$ cat src/rtl/bch_pkg.sv
// Shared types and constants for the BCH(31,16) t=3 decoder controller.
// The optional per-stage watchdog is enabled by defining BCH_CTRL_TIMEOUT_EN.
package bch_pkg;

  localparam int BCH_N          = 31;
  localparam int BCH_M          = 5;
  localparam int BCH_T          = 3;
  localparam int BCH_TMO_CYCLES = 255;

  typedef enum logic [2:0] {
    IDLE,
    SYN,
    BM,
    CHIEN,
    OUT
  } bch_ctrl_state_t;

  typedef struct packed {
    logic [3:0] nerr;
    logic       fail;
  } bch_status_t;

  localparam bch_status_t STATUS_FAIL = '{nerr: 4'd0, fail: 1'b1};

  function automatic bch_status_t status_ok(input logic [3:0] nerr);
    return '{nerr: nerr, fail: 1'b0};
  endfunction

endpackage

$ cat src/rtl/bch_stage_timer.sv
// Per-stage watchdog: cleared by any start pulse, counts while a stage waits.
// Only instantiated when BCH_CTRL_TIMEOUT_EN is defined.
module bch_stage_timer
  import bch_pkg::*;
#(
  parameter int TMO_CYCLES = BCH_TMO_CYCLES
)
(
  input  logic clk,
  input  logic reset,
  input  logic clear,
  input  logic enable,
  output logic expire
);

  logic [7:0] cnt;

  // cnt equals the number of cycles elapsed since the start pulse, so expire
  // marks the cycle on whose closing edge the count reaches TMO_CYCLES.
  always_ff @(posedge clk) begin
    if (reset) begin
      cnt <= 8'd0;
    end else if (clear) begin
      cnt <= 8'd1;
    end else if (enable && cnt != 8'hff) begin
      cnt <= cnt + 8'd1;
    end
  end

  assign expire = enable && !clear && (cnt == 8'(TMO_CYCLES - 1));

endmodule

$ cat src/rtl/bch_decode_ctrl.sv
// Sequencer for the BCH(31,16) decoder: syndrome -> Berlekamp-Massey -> Chien.
// Define BCH_CTRL_TIMEOUT_EN to add a per-stage watchdog (TMO_CYCLES).
module bch_decode_ctrl
  import bch_pkg::*;
#(
  parameter int TMO_CYCLES = BCH_TMO_CYCLES
)
(
  input  logic             clk,
  input  logic             reset,
  input  logic             in_valid,
  output logic             in_ready,
  input  logic [BCH_N-1:0] in_word,
  output logic             syn_start,
  input  logic             syn_done,
  input  logic             syn_zero,
  output logic             bm_start,
  input  logic             bm_done,
  input  logic [3:0]       bm_L,
  output logic             chien_start,
  input  logic             chien_done,
  input  logic [3:0]       chien_nroots,
  output logic [BCH_N-1:0] word_q,
  output logic             out_valid,
  input  logic             out_ready,
  output logic [3:0]       out_nerr,
  output logic             out_fail,
  output logic             busy
);

  bch_ctrl_state_t  state_q, state_d;
  bch_status_t      status_q, status_d;
  logic [BCH_N-1:0] word_d;
  logic [3:0]       l_q, l_d;
  logic             syn_start_d, bm_start_d, chien_start_d;
  logic             tmo_expire;

`ifdef BCH_CTRL_TIMEOUT_EN
  bch_stage_timer #(.TMO_CYCLES(TMO_CYCLES)) u_timer (
    .clk    (clk),
    .reset  (reset),
    .clear  (syn_start | bm_start | chien_start),
    .enable (state_q == SYN || state_q == BM || state_q == CHIEN),
    .expire (tmo_expire)
  );
`else
  assign tmo_expire = 1'b0;
`endif

  // NOTE: every variable gets its default before the case so that no path
  // leaves one unassigned; that is what keeps this block free of latches.
  always_comb begin
    state_d       = state_q;
    status_d      = status_q;
    word_d        = word_q;
    l_d           = l_q;
    syn_start_d   = 1'b0;
    bm_start_d    = 1'b0;
    chien_start_d = 1'b0;
    unique case (state_q)
      IDLE: if (in_valid) begin
        word_d      = in_word;
        syn_start_d = 1'b1;
        state_d     = SYN;
      end
      // A done seen while its own start pulse is still high is stale.
      SYN: if (syn_done && !syn_start) begin
        if (syn_zero) begin
          status_d = status_ok(4'd0);
          state_d  = OUT;
        end else begin
          bm_start_d = 1'b1;
          state_d    = BM;
        end
      end else if (tmo_expire) begin
        status_d = STATUS_FAIL;
        state_d  = OUT;
      end
      BM: if (bm_done && !bm_start) begin
        if (bm_L == 4'd0 || bm_L > 4'(BCH_T)) begin
          status_d = STATUS_FAIL;
          state_d  = OUT;
        end else begin
          l_d           = bm_L;
          chien_start_d = 1'b1;
          state_d       = CHIEN;
        end
      end else if (tmo_expire) begin
        status_d = STATUS_FAIL;
        state_d  = OUT;
      end
      CHIEN: if (chien_done && !chien_start) begin
        status_d = (chien_nroots == l_q) ? status_ok(l_q) : STATUS_FAIL;
        state_d  = OUT;
      end else if (tmo_expire) begin
        status_d = STATUS_FAIL;
        state_d  = OUT;
      end
      OUT: if (out_ready) state_d = IDLE;
      default: state_d = IDLE;
    endcase
  end

  // NOTE: sequential state uses non-blocking assignments so every register
  // samples the pre-edge values regardless of statement order.
  always_ff @(posedge clk) begin
    if (reset) begin
      state_q     <= IDLE;
      status_q    <= '0;
      word_q      <= '0;
      l_q         <= 4'd0;
      syn_start   <= 1'b0;
      bm_start    <= 1'b0;
      chien_start <= 1'b0;
    end else begin
      state_q     <= state_d;
      status_q    <= status_d;
      word_q      <= word_d;
      l_q         <= l_d;
      syn_start   <= syn_start_d;
      bm_start    <= bm_start_d;
      chien_start <= chien_start_d;
    end
  end

  assign in_ready  = (state_q == IDLE);
  assign busy      = (state_q != IDLE);
  assign out_valid = (state_q == OUT);
  assign out_nerr  = status_q.nerr;
  assign out_fail  = status_q.fail;

endmodule
$ cat config.mk
export PLATFORM = sky130hd
export DESIGN_NAME = bch_decode_ctrl
export DESIGN_NICKNAME = d
export VERILOG_FILES = /design/src/rtl/bch_pkg.sv /design/src/rtl/bch_stage_timer.sv /design/src/rtl/bch_decode_ctrl.sv
export SDC_FILE = /design/constraint.sdc
export NUM_CORES = 1
export LEC_CHECK = 0
export ABC_AREA = 1
export CORE_MARGIN = 8
export CORE_UTILIZATION = 44
export DETAILED_ROUTE_END_ITERATION = 12
export PLACE_DENSITY_LB_ADDON = 0.3
export SETUP_SLACK_MARGIN = 0.2
export SLEW_MARGIN = 10
export SYNTH_ARGS = -nofsm -noshare
export SYNTH_HDL_FRONTEND = slang
export SYNTH_SLANG_ARGS = --single-unit
$ cat constraint.sdc
create_clock -name clk -period 3.64 [get_ports clk]
set_input_delay 0.728 -clock clk [delete_from_list [all_inputs] [get_ports clk]]
set_output_delay 0.728 -clock clk [all_outputs]
set_load 0.05 [all_outputs]
Word-level counts from Yosys, hierarchy flattened:

Cells that the tools add are included.

* register bits: 46
* output and inout port bits: 42

* $lt $le $gt $ge: 1
* bitwise operators: 6
* equality and inequality tests: 12
* mux-type cells: 18
* reductions and logical operators: 18

Operators by type and width (number)
* 2-to-1 mux 5 bit: 6
* 2-to-1 mux 3 bit: 7
* case mux 3 bit (5 select lines): 1
* case mux 5 bit (3 select lines): 1
* != test 2 bit (second input constant): 6
* == test 3 x 2 -> 1 bit (second input constant): 2
* NOT 1 bit: 6
* AND reduction 6 bit: 1
* nonzero test 3 bit: 2
* OR reduction 3 bit: 2
* AND reduction 5 bit: 1
* == test 4 bit: 1
* greater-than comparator 4 x 2 -> 1 bit (second input constant): 1
* zero test 4 bit: 1
* == test 3 x 1 -> 1 bit (second input constant): 1
* == test 3 bit (second input constant): 1
* logical AND 1 bit: 3
* zero test 1 bit: 3
* zero test 3 bit: 1
* 2-to-1 mux 1 bit: 3
* AND reduction 3 bit: 1
* != test 2 x 1 -> 1 bit (second input constant): 1
* AND reduction 2 bit: 1
* OR reduction 2 bit: 1
* logical OR 1 bit: 1

Depth between registers and ports, before layout:

Gate-level depths: netlist (run 1).

* word-level depth: 5
* depth in mapped cells: 10
* gate-level depth less buffers: 10

Least setup slack after synthesis (run 1):

OpenSTA, ideal clock, no wires.

* kind: flip-flop to output port
* start: register state_q[0]
* end: output busy
* stages on the path, launching flop included: 6
* path buffers: 1
* arrival: 1.310 ns
* slack: 1.602 ns
* cell sequence: dfxtp_1 inv_2 nand2_2 nor2_4 buf_2 inv_1

* longest elaborated chain between the ends: 1

Ends and longest elaborated chain
* from (decl): line bch_decode_ctrl.sv:31 `bch_ctrl_state_t state_q, state_d;`
* from (signal assigned): line bch_decode_ctrl.sv:116 `state_q <= state_d;`
* nonzero test 3 bit: line bch_decode_ctrl.sv:127 `assign busy = (state_q != IDLE);`
* to (decl): line bch_decode_ctrl.sv:28 `output logic busy`

Every way passes these cells.

Worst setup path in the final report (run 1):

* start: register state_q[0]
* end: output in_ready

* longest elaborated chain between the ends: 1

Ends and longest elaborated chain
* zero test 3 bit: line bch_decode_ctrl.sv:126 `assign in_ready = (state_q == IDLE);`
* to (decl): line bch_decode_ctrl.sv:12 `output logic in_ready,`

Every way passes these cells.

==> results of run 1 <==
layer usage:
metal	vias to the layer above	global-route usage	part of all wire
met3	5	0.0977	0.12
met4	0	0.0383	0.0075
met1	939	0.164	0.40
met5	-	0	0
li1	1062	-	-
met2	69	0.264	0.47
area by class of cell:
type | count | area, sq um
inverter | 30 | 113
multi-input combinational | 192 | 870
timing repair buffer | 91 | 903
clock buffer | 7 | 86.3
clock inverter | 1 | 5.00
tap | 52 | 65.1
sequential | 46 | 921
fill | 398 | 1360
stage by stage:
| step | util | instance area (sq um) | power [mW] | std cells | worst slack (ns) |
|---|---|---|---|---|---|
| CTS | 0.685 | 2960 | 2.11 | 419 | 0.813 |
| finish | 0.685 | 2960 | 2.09 | 419 | 0.814 |
| detailed placement | 0.664 | 2870 | 1.79 | 411 | 1.15 |
| global placement | 0.664 | 2870 | 1.77 | 411 | 1.16 |
| global route | 0.685 | 2960 | 2.22 | 419 | 0.691 |
| floorplan | - | 1970 | 1.44 | 282 | 1.60 |
cell usage after synthesis, drive strengths merged:
library cell,n,share of area
a21oi,37,0.094
and2,1,0.0032
buf,6,0.017
clkbuf,8,0.015
clkinv,1,0.0019
dfxtp,46,0.47
inv,29,0.055
nand2,78,0.15
nand3,41,0.11
nand3b,1,0.0038
nand4,3,0.0095
nor2,27,0.058
nor3,1,0.0025
o21ai,3,0.0076
power by group through the flow:
stage	sequential (mW)	clock, mW	combinational [mW]
5_1_grt	0.680	0.347	1.20
2_1_floorplan	0.975	0	0.468
3_3_place_gp	0.669	0	1.10
3_5_place_dp	0.676	0	1.11
4_1_cts	0.665	0.322	1.12
6_report	0.664	0.316	1.11
cells by family (layout without fill, tap and decap cells):
logic type	after synthesis	in the layout	synth area share
and+or+nand+nor	152	152	0.341
DFF	46	46	0.468
buffers and inverters	44	129	0.0891
AOI/OAI and AO/OA	40	40	0.102
worst paths after layout:
check,to,slack (ns)
worst min-delay path,word_q[26],0.46
worst min register to register,word_q[26],0.46
worst max-delay path,in_ready,0.81
worst max register to register,word_q[8],1.84
flip-flops by register name, summed over array words and instances (netlist names):
register and count:
word_q 31, l_q 4, out_nerr 4, state_q 3, bm_start 1, chien_start 1, out_fail 1, syn_start 1
worst register-to-register path, cell delays in order (launching register included):
cell and delay [ns]:
dfxtp_1 0.39, inv_2 0.11, nand2_2 0.08, nor2_4 0.34, nand2_2 0.46, nand2_1 0.20
a21oi_1 0.08
==> results.cfg, run 1 <==
[sta]
fin_skew_ns = 0.00382
hold_slack_ns = 0.463
finalCritPeriodShare = 0.776
period_minus_slack_ns = 2.83
fin_tns_setup_ns = 0
slew_violations = 0
maxSlewHeadroom = 0.570
max_clock_freq_mhz = 354
tightest_slew_ns = 0.642
setup_viol = 0
hold_viol = 0
rsz0062_at_grt = no

[detailed_routing]
firstDrtPassIters = 4
finalWirelength_um = 5590
drt_iter0_markers = 84
via_per_inst = 4.95
antenna_left = 0
vias = 2075
drcViolationCount = 0
wl_per_cell_um = 13.4

[critical_path]
r2r_start = state_q[0]
crit_slowest_cell = clkdlybuf4s50_1
crit_type = flip-flop to output port
crit_arrival_ns = 2.10
crit_chain = inv_2, nand2_2, nor2_4, clkdlybuf4s50_1
path_max_fanout = 18
cp_num_buf_inv = 2
reg2reg_depth = 6
crit_path_start = state_q[0]
worstPathRequired_ns = 2.91
cp_top_family = buffers and inverters
cp.depth = 4
cp-start-kind = flip-flop
endpoint_kind = output port
slowest_delay_ns = 0.89

[clock_tree]
cts_inserted_buffers = 5
cts_resized = 0
cts_htree_levels = 2
cts_sinks = 46
cts_tree = yes
clk_pin_slew_ns = 0.08
postCtsSetupBuffers = 0
ctsHoldBuffers = 0
insertion_delay_ns = 0.29
root_buffer = clkbuf_8
cts_buffer_depth = 2

[worst_hold_path]
hold_path_depth = 2
hp-class = flip-flop to flip-flop
holdCritStartpoint = word_q[26]

[synth]
synth_cell_type_count = 20
synth_area_sq_um = 1970
ys_ff_latch = 46
synth_nets = 329
seq_area_frac_synth = 0.468
syn_area_per_cell_sq_um = 6.97
ys.warnings.count = 0
synth_cells = 282

[floorplanning]
die_w_um = 82.8
die_height_um = 82.8
io_pins = 89
rows = 24
dieArea_sq_um = 6860
initial_core_util = 0.455
core_area_sq_um = 4320

[power_and_ir_drop]
power_leakage_nw = 1.22
powerDensity_nw_per_um2 = 706
switching_power_uw = 977
p_int_mw = 1.12
pwr-share-seq = 0.317
combPwrFrac = 0.532
ir_worst_vdd_mv = 0.598
switching_share = 0.467
pwr-share-clk = 0.151

[grt]
antenna_found_initial = 0
grtUsageTotal = 0.158
overflow = 0
grt_pass1_vias = 2044
grt_max_degree = 33
grt_pass1_wl_um = 9230

[layout]
num_antenna_cells = 0
nets = 413
area_growth_pct = 50.7
layout_common_cells = clkdlybuf4s50_1 (88), nand2_1 (75), dfxtp_1 (46)
drive_gt1_frac = 0.0572
final_common_cell = clkdlybuf4s50_1

[status]
outcome = finished, final reports clean

[place]
dpl.hpwl_um = 4270
routabilityCongestion = 0.868
portBuffers = 88

[run]
drv_cap = 0
(Power assumes the default switching activity.)
==> run 2: changes to the inputs <==
--- a/config.mk
+++ b/config.mk
@@ -7,7 +7,7 @@
 export LEC_CHECK = 0
 export ABC_AREA = 1
 export CORE_MARGIN = 8
-export CORE_UTILIZATION = 44
+export CORE_UTILIZATION = 41
 export DETAILED_ROUTE_END_ITERATION = 12
 export PLACE_DENSITY_LB_ADDON = 0.3
 export SETUP_SLACK_MARGIN = 0.2
==> constraint.sdc (replaced) <==
create_clock -name clk -period 2.7 [get_ports clk]
set_input_delay 0.54 -clock clk [delete_from_list [all_inputs] [get_ports clk]]
set_output_delay 0.54 -clock clk [all_outputs]
set_load 0.05 [all_outputs]
==> run 2 against run 1 <==
  * Die area is 5.9% higher
  * Via count is 1.3% lower
  * Cell area is 1.1% higher
  * Utilization is 4.3 points lower
  * First-iteration DRC count is 37% lower
  * Critical path type unchanged
  * Cell count is 0.48% higher
  * Non-clock buffer count is 1 higher
==> results.cfg, run 2 (synthesis results as in run 1) <==
[layout]
area_growth_pct = 52.3
layout_common_cells = clkdlybuf4s50_1 (86), nand2_1 (75), dfxtp_1 (46)
final_common_cell = clkdlybuf4s50_1
nFillCells = 417
drive_gt1_frac = 0.0627
num_antenna_cells = 0
largest_reg_flops = 31
top_register = word_q
nets = 414

[clock_tree]
cts_tree = yes
cts_buffer_depth = 2
root_buffer = clkbuf_8
postCtsSetupBuffers = 0
cts_inserted_buffers = 5
cts_htree_levels = 2
insertion_delay_ns = 0.29
ctsHoldBuffers = 0
clk_pin_slew_ns = 0.08
cts_sinks = 46

[critical_path]
crit_chain = inv_2, nand2_2, nor2_1, clkdlybuf4s50_1
crit_arrival_ns = 1.78
worstPathRequired_ns = 2.16
slowest_delay_ns = 0.81
crit_slowest_cell = clkdlybuf4s50_1
crit_type = flip-flop to output port
cp-start-kind = flip-flop
endpoint_kind = output port
path_max_fanout = 7

[run]
drv_cap = 0

[sta]
max_clock_freq_mhz = 431
maxSlewHeadroom = 0.621
slew_violations = 0
finalCritPeriodShare = 0.860
fin_skew_ns = 0.00379
setup_viol = 0
tightest_slew_ns = 0.567
hold_viol = 0
fin_tns_setup_ns = 0
rsz0062_at_grt = no
period_minus_slack_ns = 2.32

[floorplanning]
die_w_um = 85.2
initial_core_util = 0.422
core_area_sq_um = 4660
dieArea_sq_um = 7270
die_height_um = 85.2
io_pins = 89
rows = 25

[detailed_routing]
drcViolationCount = 0
firstDrtPassIters = 4
antenna_left = 0
wl_per_cell_um = 13.2
via_per_inst = 4.87
vias = 2049
finalWirelength_um = 5580
drt_iter0_markers = 53

[grt]
grt_max_degree = 36
antenna_found_initial = 0
grtUsageTotal = 0.157
overflow = 0
grt_pass1_wl_um = 9330
grt_pass1_vias = 2111

[status]
outcome = finished, final reports clean

[power_and_ir_drop]
powerDensity_nw_per_um2 = 968
power_leakage_nw = 1.25
power_mw = 2.90
ir_worst_vdd_mv = 0.948

[place]
routabilityCongestion = 0.839
dpl.hpwl_um = 4220
portBuffers = 88

[worst_hold_path]
hp-class = flip-flop to flip-flop
run 2: cell types whose count changed in the layout (fill, tap and decap cells not counted), sizes merged:
cell / change
buf: +2
clkdlybuf4s50: -2
bufinv: +1
clkbuf: -1
clkinv: -1
dlymetal6s2s: +1
run 2: what timing repair did:
item | 4_1_cts | 5_1_grt
setup endpoints to repair | 0 | 1
gates resized for setup | 0 | 1
endpoints found under the hold margin | 0 | 0
run 2: area by class of cell:
class | count | area [sq um] | area share
clock inverter | 1 | 30.0 | 0.0100
sequential | 46 | 921 | 0.308
tap | 54 | 67.6 | 0.0226
timing repair buffer | 92 | 911 | 0.304
multi-input combinational | 192 | 870 | 0.290
clock buffer | 6 | 82.6 | 0.0276
inverter | 30 | 113 | 0.0376
run 2: power by group:
group	switching [mW]	internal, mW
registers	0.0849	0.813
logic	1.01	0.480
clock network	0.218	0.296
run 2: final timing paths:
kind | from | slack, ns | to | cells after the start
hold reg to reg | word_q[29] | 0.46 | word_q[29] | 2
setup / recovery | state_q[0] | 0.38 | out_valid | 4
hold / removal | word_q[29] | 0.46 | word_q[29] | 2
setup reg to reg | state_q[0] | 0.88 | word_q[28] | 7
run 2: critical path: cells and delay by family (launching register included):
kind          cells  cell delay (ns)
buf+inv           2             0.92
simple gates      2             0.18
flops             1             0.39
run 2: per-layer routing:
metal  vias to the layer above  wire length, um  track usage
li1                       1066                -            -
met1                       919             2270        0.164
met2                        55             2630        0.261
met3                         9              600       0.0830
met4                         0               74       0.0583
met5                         -                0            0
run 2: metrics by stage:
stage	hold WS, ns	std cells	util	setup slack (ns)	instance area (sq um)
2_1_floorplan	0.459	282	-	0.850	1970
3_3_place_gp	0.447	414	0.618	0.653	2880
3_5_place_dp	0.452	414	0.618	0.611	2880
4_1_cts	0.464	421	0.642	0.277	2990
5_1_grt	0.484	421	0.642	0.295	2990
6_report	0.463	421	0.642	0.378	2990
==> run 3: changes to the inputs <==
--- a/config.mk
+++ b/config.mk
@@ -6,10 +6,10 @@
 export NUM_CORES = 1
 export LEC_CHECK = 0
 export ABC_AREA = 1
-export CORE_MARGIN = 8
-export CORE_UTILIZATION = 41
+export CORE_UTILIZATION = 25
 export DETAILED_ROUTE_END_ITERATION = 12
 export PLACE_DENSITY_LB_ADDON = 0.3
+export RECOVER_POWER = 25
 export SETUP_SLACK_MARGIN = 0.2
 export SLEW_MARGIN = 10
 export SYNTH_ARGS = -nofsm -noshare
==> run 3 against run 2 <==
  * Maximum frequency is 5.9% lower
  * Combinational power is 3% lower
  * Clock-buffer cell count is 1 higher
  * First-iteration DRC count is 100% higher
  * Global-route usage is 2.1 points lower
  * Critical path depth is 1 higher
  * Total power is 1.4% lower
  * Routed wire length is 4.1% lower
==> results.cfg, run 3 (synthesis results as in run 1) <==
[status]
outcome = finished, final reports clean

[clock_tree]
cts_resized = 0
clk_pin_slew_ns = 0.08
ctsHoldBuffers = 0
insertion_delay_ns = 0.29
root_buffer = clkbuf_8
postCtsSetupBuffers = 0
cts_htree_levels = 2
cts_tree = yes
cts_sinks = 46
cts_buffer_depth = 2
cts_inserted_buffers = 5

[worst_hold_path]
hold_end = word_q[11]
holdCritStartpoint = word_q[11]
hp-class = flip-flop to flip-flop
hold_path_depth = 2

[layout]
final_common_cell = clkdlybuf4s50_1
nets = 414
num_antenna_cells = 0
top_register = word_q
nFillCells = 789
layout_common_cells = clkdlybuf4s50_1 (80), nand2_1 (76), dfxtp_1 (46)
final_core_util = 0.409
largest_reg_flops = 31
drive_gt1_frac = 0.0543
postLayoutCellArea_sq_um = 3030
area_growth_pct = 54.0

[detailed_routing]
drt_iter0_markers = 108
antenna_left = 0
drcViolationCount = 0
vias = 2019
finalWirelength_um = 5350
wl_per_cell_um = 11.5
via_per_inst = 4.32
firstDrtPassIters = 4

[critical_path]
crit_slowest_cell = clkbuf_2
endpoint_kind = output port
crit_type = flip-flop to output port
rrSetupSlack_ns = 0.43
crit_chain = inv_2, nand2_1, nor2_4, clkbuf_2, buf_4
r2r_start = state_q[0]
cp.depth = 5
cp-start-kind = flip-flop
path_max_fanout = 35
timing.rr.end = word_q[26]
cp_num_buf_inv = 3
slowest_delay_ns = 0.60
cp_top_family = buffers and inverters
crit_arrival_ns = 1.93
worstPathRequired_ns = 2.16
reg2reg_depth = 7

[grt]
grt_max_degree = 36
overflow = 0
grt_pass1_wl_um = 9190
antenna_found_initial = 0
grtUsageTotal = 0.136
grt_pass1_vias = 2043

[floorplanning]
dieArea_sq_um = 8220
die_w_um = 90.7
rows = 31
die_height_um = 90.7
io_pins = 89
core_area_sq_um = 7410
initial_core_util = 0.265

[sta]
max_clock_freq_mhz = 405
fin_tns_setup_ns = 0
period_minus_slack_ns = 2.47
fin_skew_ns = 0.00485
hold_viol = 0
setup_viol = 0
tightest_slew_ns = 0.749
finalCritPeriodShare = 0.914
hold_slack_ns = 0.463
rsz0062_at_grt = no
maxSlewHeadroom = 0.501
slew_violations = 0

[run]
drv_cap = 0

[power_and_ir_drop]
ir_worst_vdd_mv = 0.668
power_leakage_nw = 1.25
pwr-share-seq = 0.315
combPwrFrac = 0.508
switching_power_mw = 1.31
switching_share = 0.457
pwr-share-clk = 0.177
p_int_mw = 1.55
powerDensity_nw_per_um2 = 945

[place]
dpl.hpwl_um = 3790
routabilityCongestion = 0.826
portBuffers = 88
placed_area_sq_um = 2940
==> run 3: changes by cell type in the layout (fill, tap and decap cells not counted), sizes merged <==
cell,change
buf,-1
clkbuf,+2
clkdlybuf4s50,-6
dlygate4sd3,+6
==> run 3: power groups by stage <==
stage	clock network [mW]	registers, mW	logic, mW
2_1_floorplan	0	1.31	0.631
3_3_place_gp	0	0.911	1.49
3_5_place_dp	0	0.915	1.50
4_1_cts	0.525	0.902	1.50
5_1_grt	0.557	0.918	1.58
6_report	0.506	0.900	1.45
==> run 3: worst reg2reg max path, delay by kind of cell, from the launching register on <==
| family | cells | cell delay, ns |
|---|---|---|
| buf+inv | 2 | 0.70 |
| flops | 1 | 0.40 |
| simple gates | 4 | 1.00 |
| compound gates | 1 | 0.07 |
==> run 3: worst max-delay path by stage <==
stage / end / start
final: in_ready / state_q[0]
after global routing: in_ready / state_q[0]
after CTS: busy / state_q[0]
after detailed placement: busy / state_q[0]
after global placement: busy / state_q[0]
after floorplan: busy / state_q[0]
==> run 3: cell type report <==
| cell class | count | area [sq um] | share of cell area |
|---|---|---|---|
| clock buffer | 7 | 76.3 | 0.0252 |
| timing repair buffer | 92 | 908 | 0.300 |
| clock inverter | 1 | 30.0 | 0.00992 |
| multi-input combinational | 192 | 855 | 0.282 |
| inverter | 30 | 113 | 0.0372 |
| sequential | 46 | 921 | 0.304 |
| tap | 99 | 124 | 0.0409 |
==> run 3: stage by stage <==
stage               power [mW]  setup slack [ns]  std cells
finish                    2.86             0.232        467
detailed placement        2.41             0.616        459
global placement          2.40             0.645        459
global route              3.05             0.111        467
CTS                       2.93             0.274        467
floorplan                 1.95             0.850        282
==> run 3: layer usage <==
layer / vias to the layer above / global-route usage / part of all wire
li1: 1066 / - / -
met1: 891 / 0.165 / 0.46
met2: 57 / 0.227 / 0.46
met3: 5 / 0.0530 / 0.081
met4: 0 / 0.0296 / 0.0067
met5: - / 0 / 0
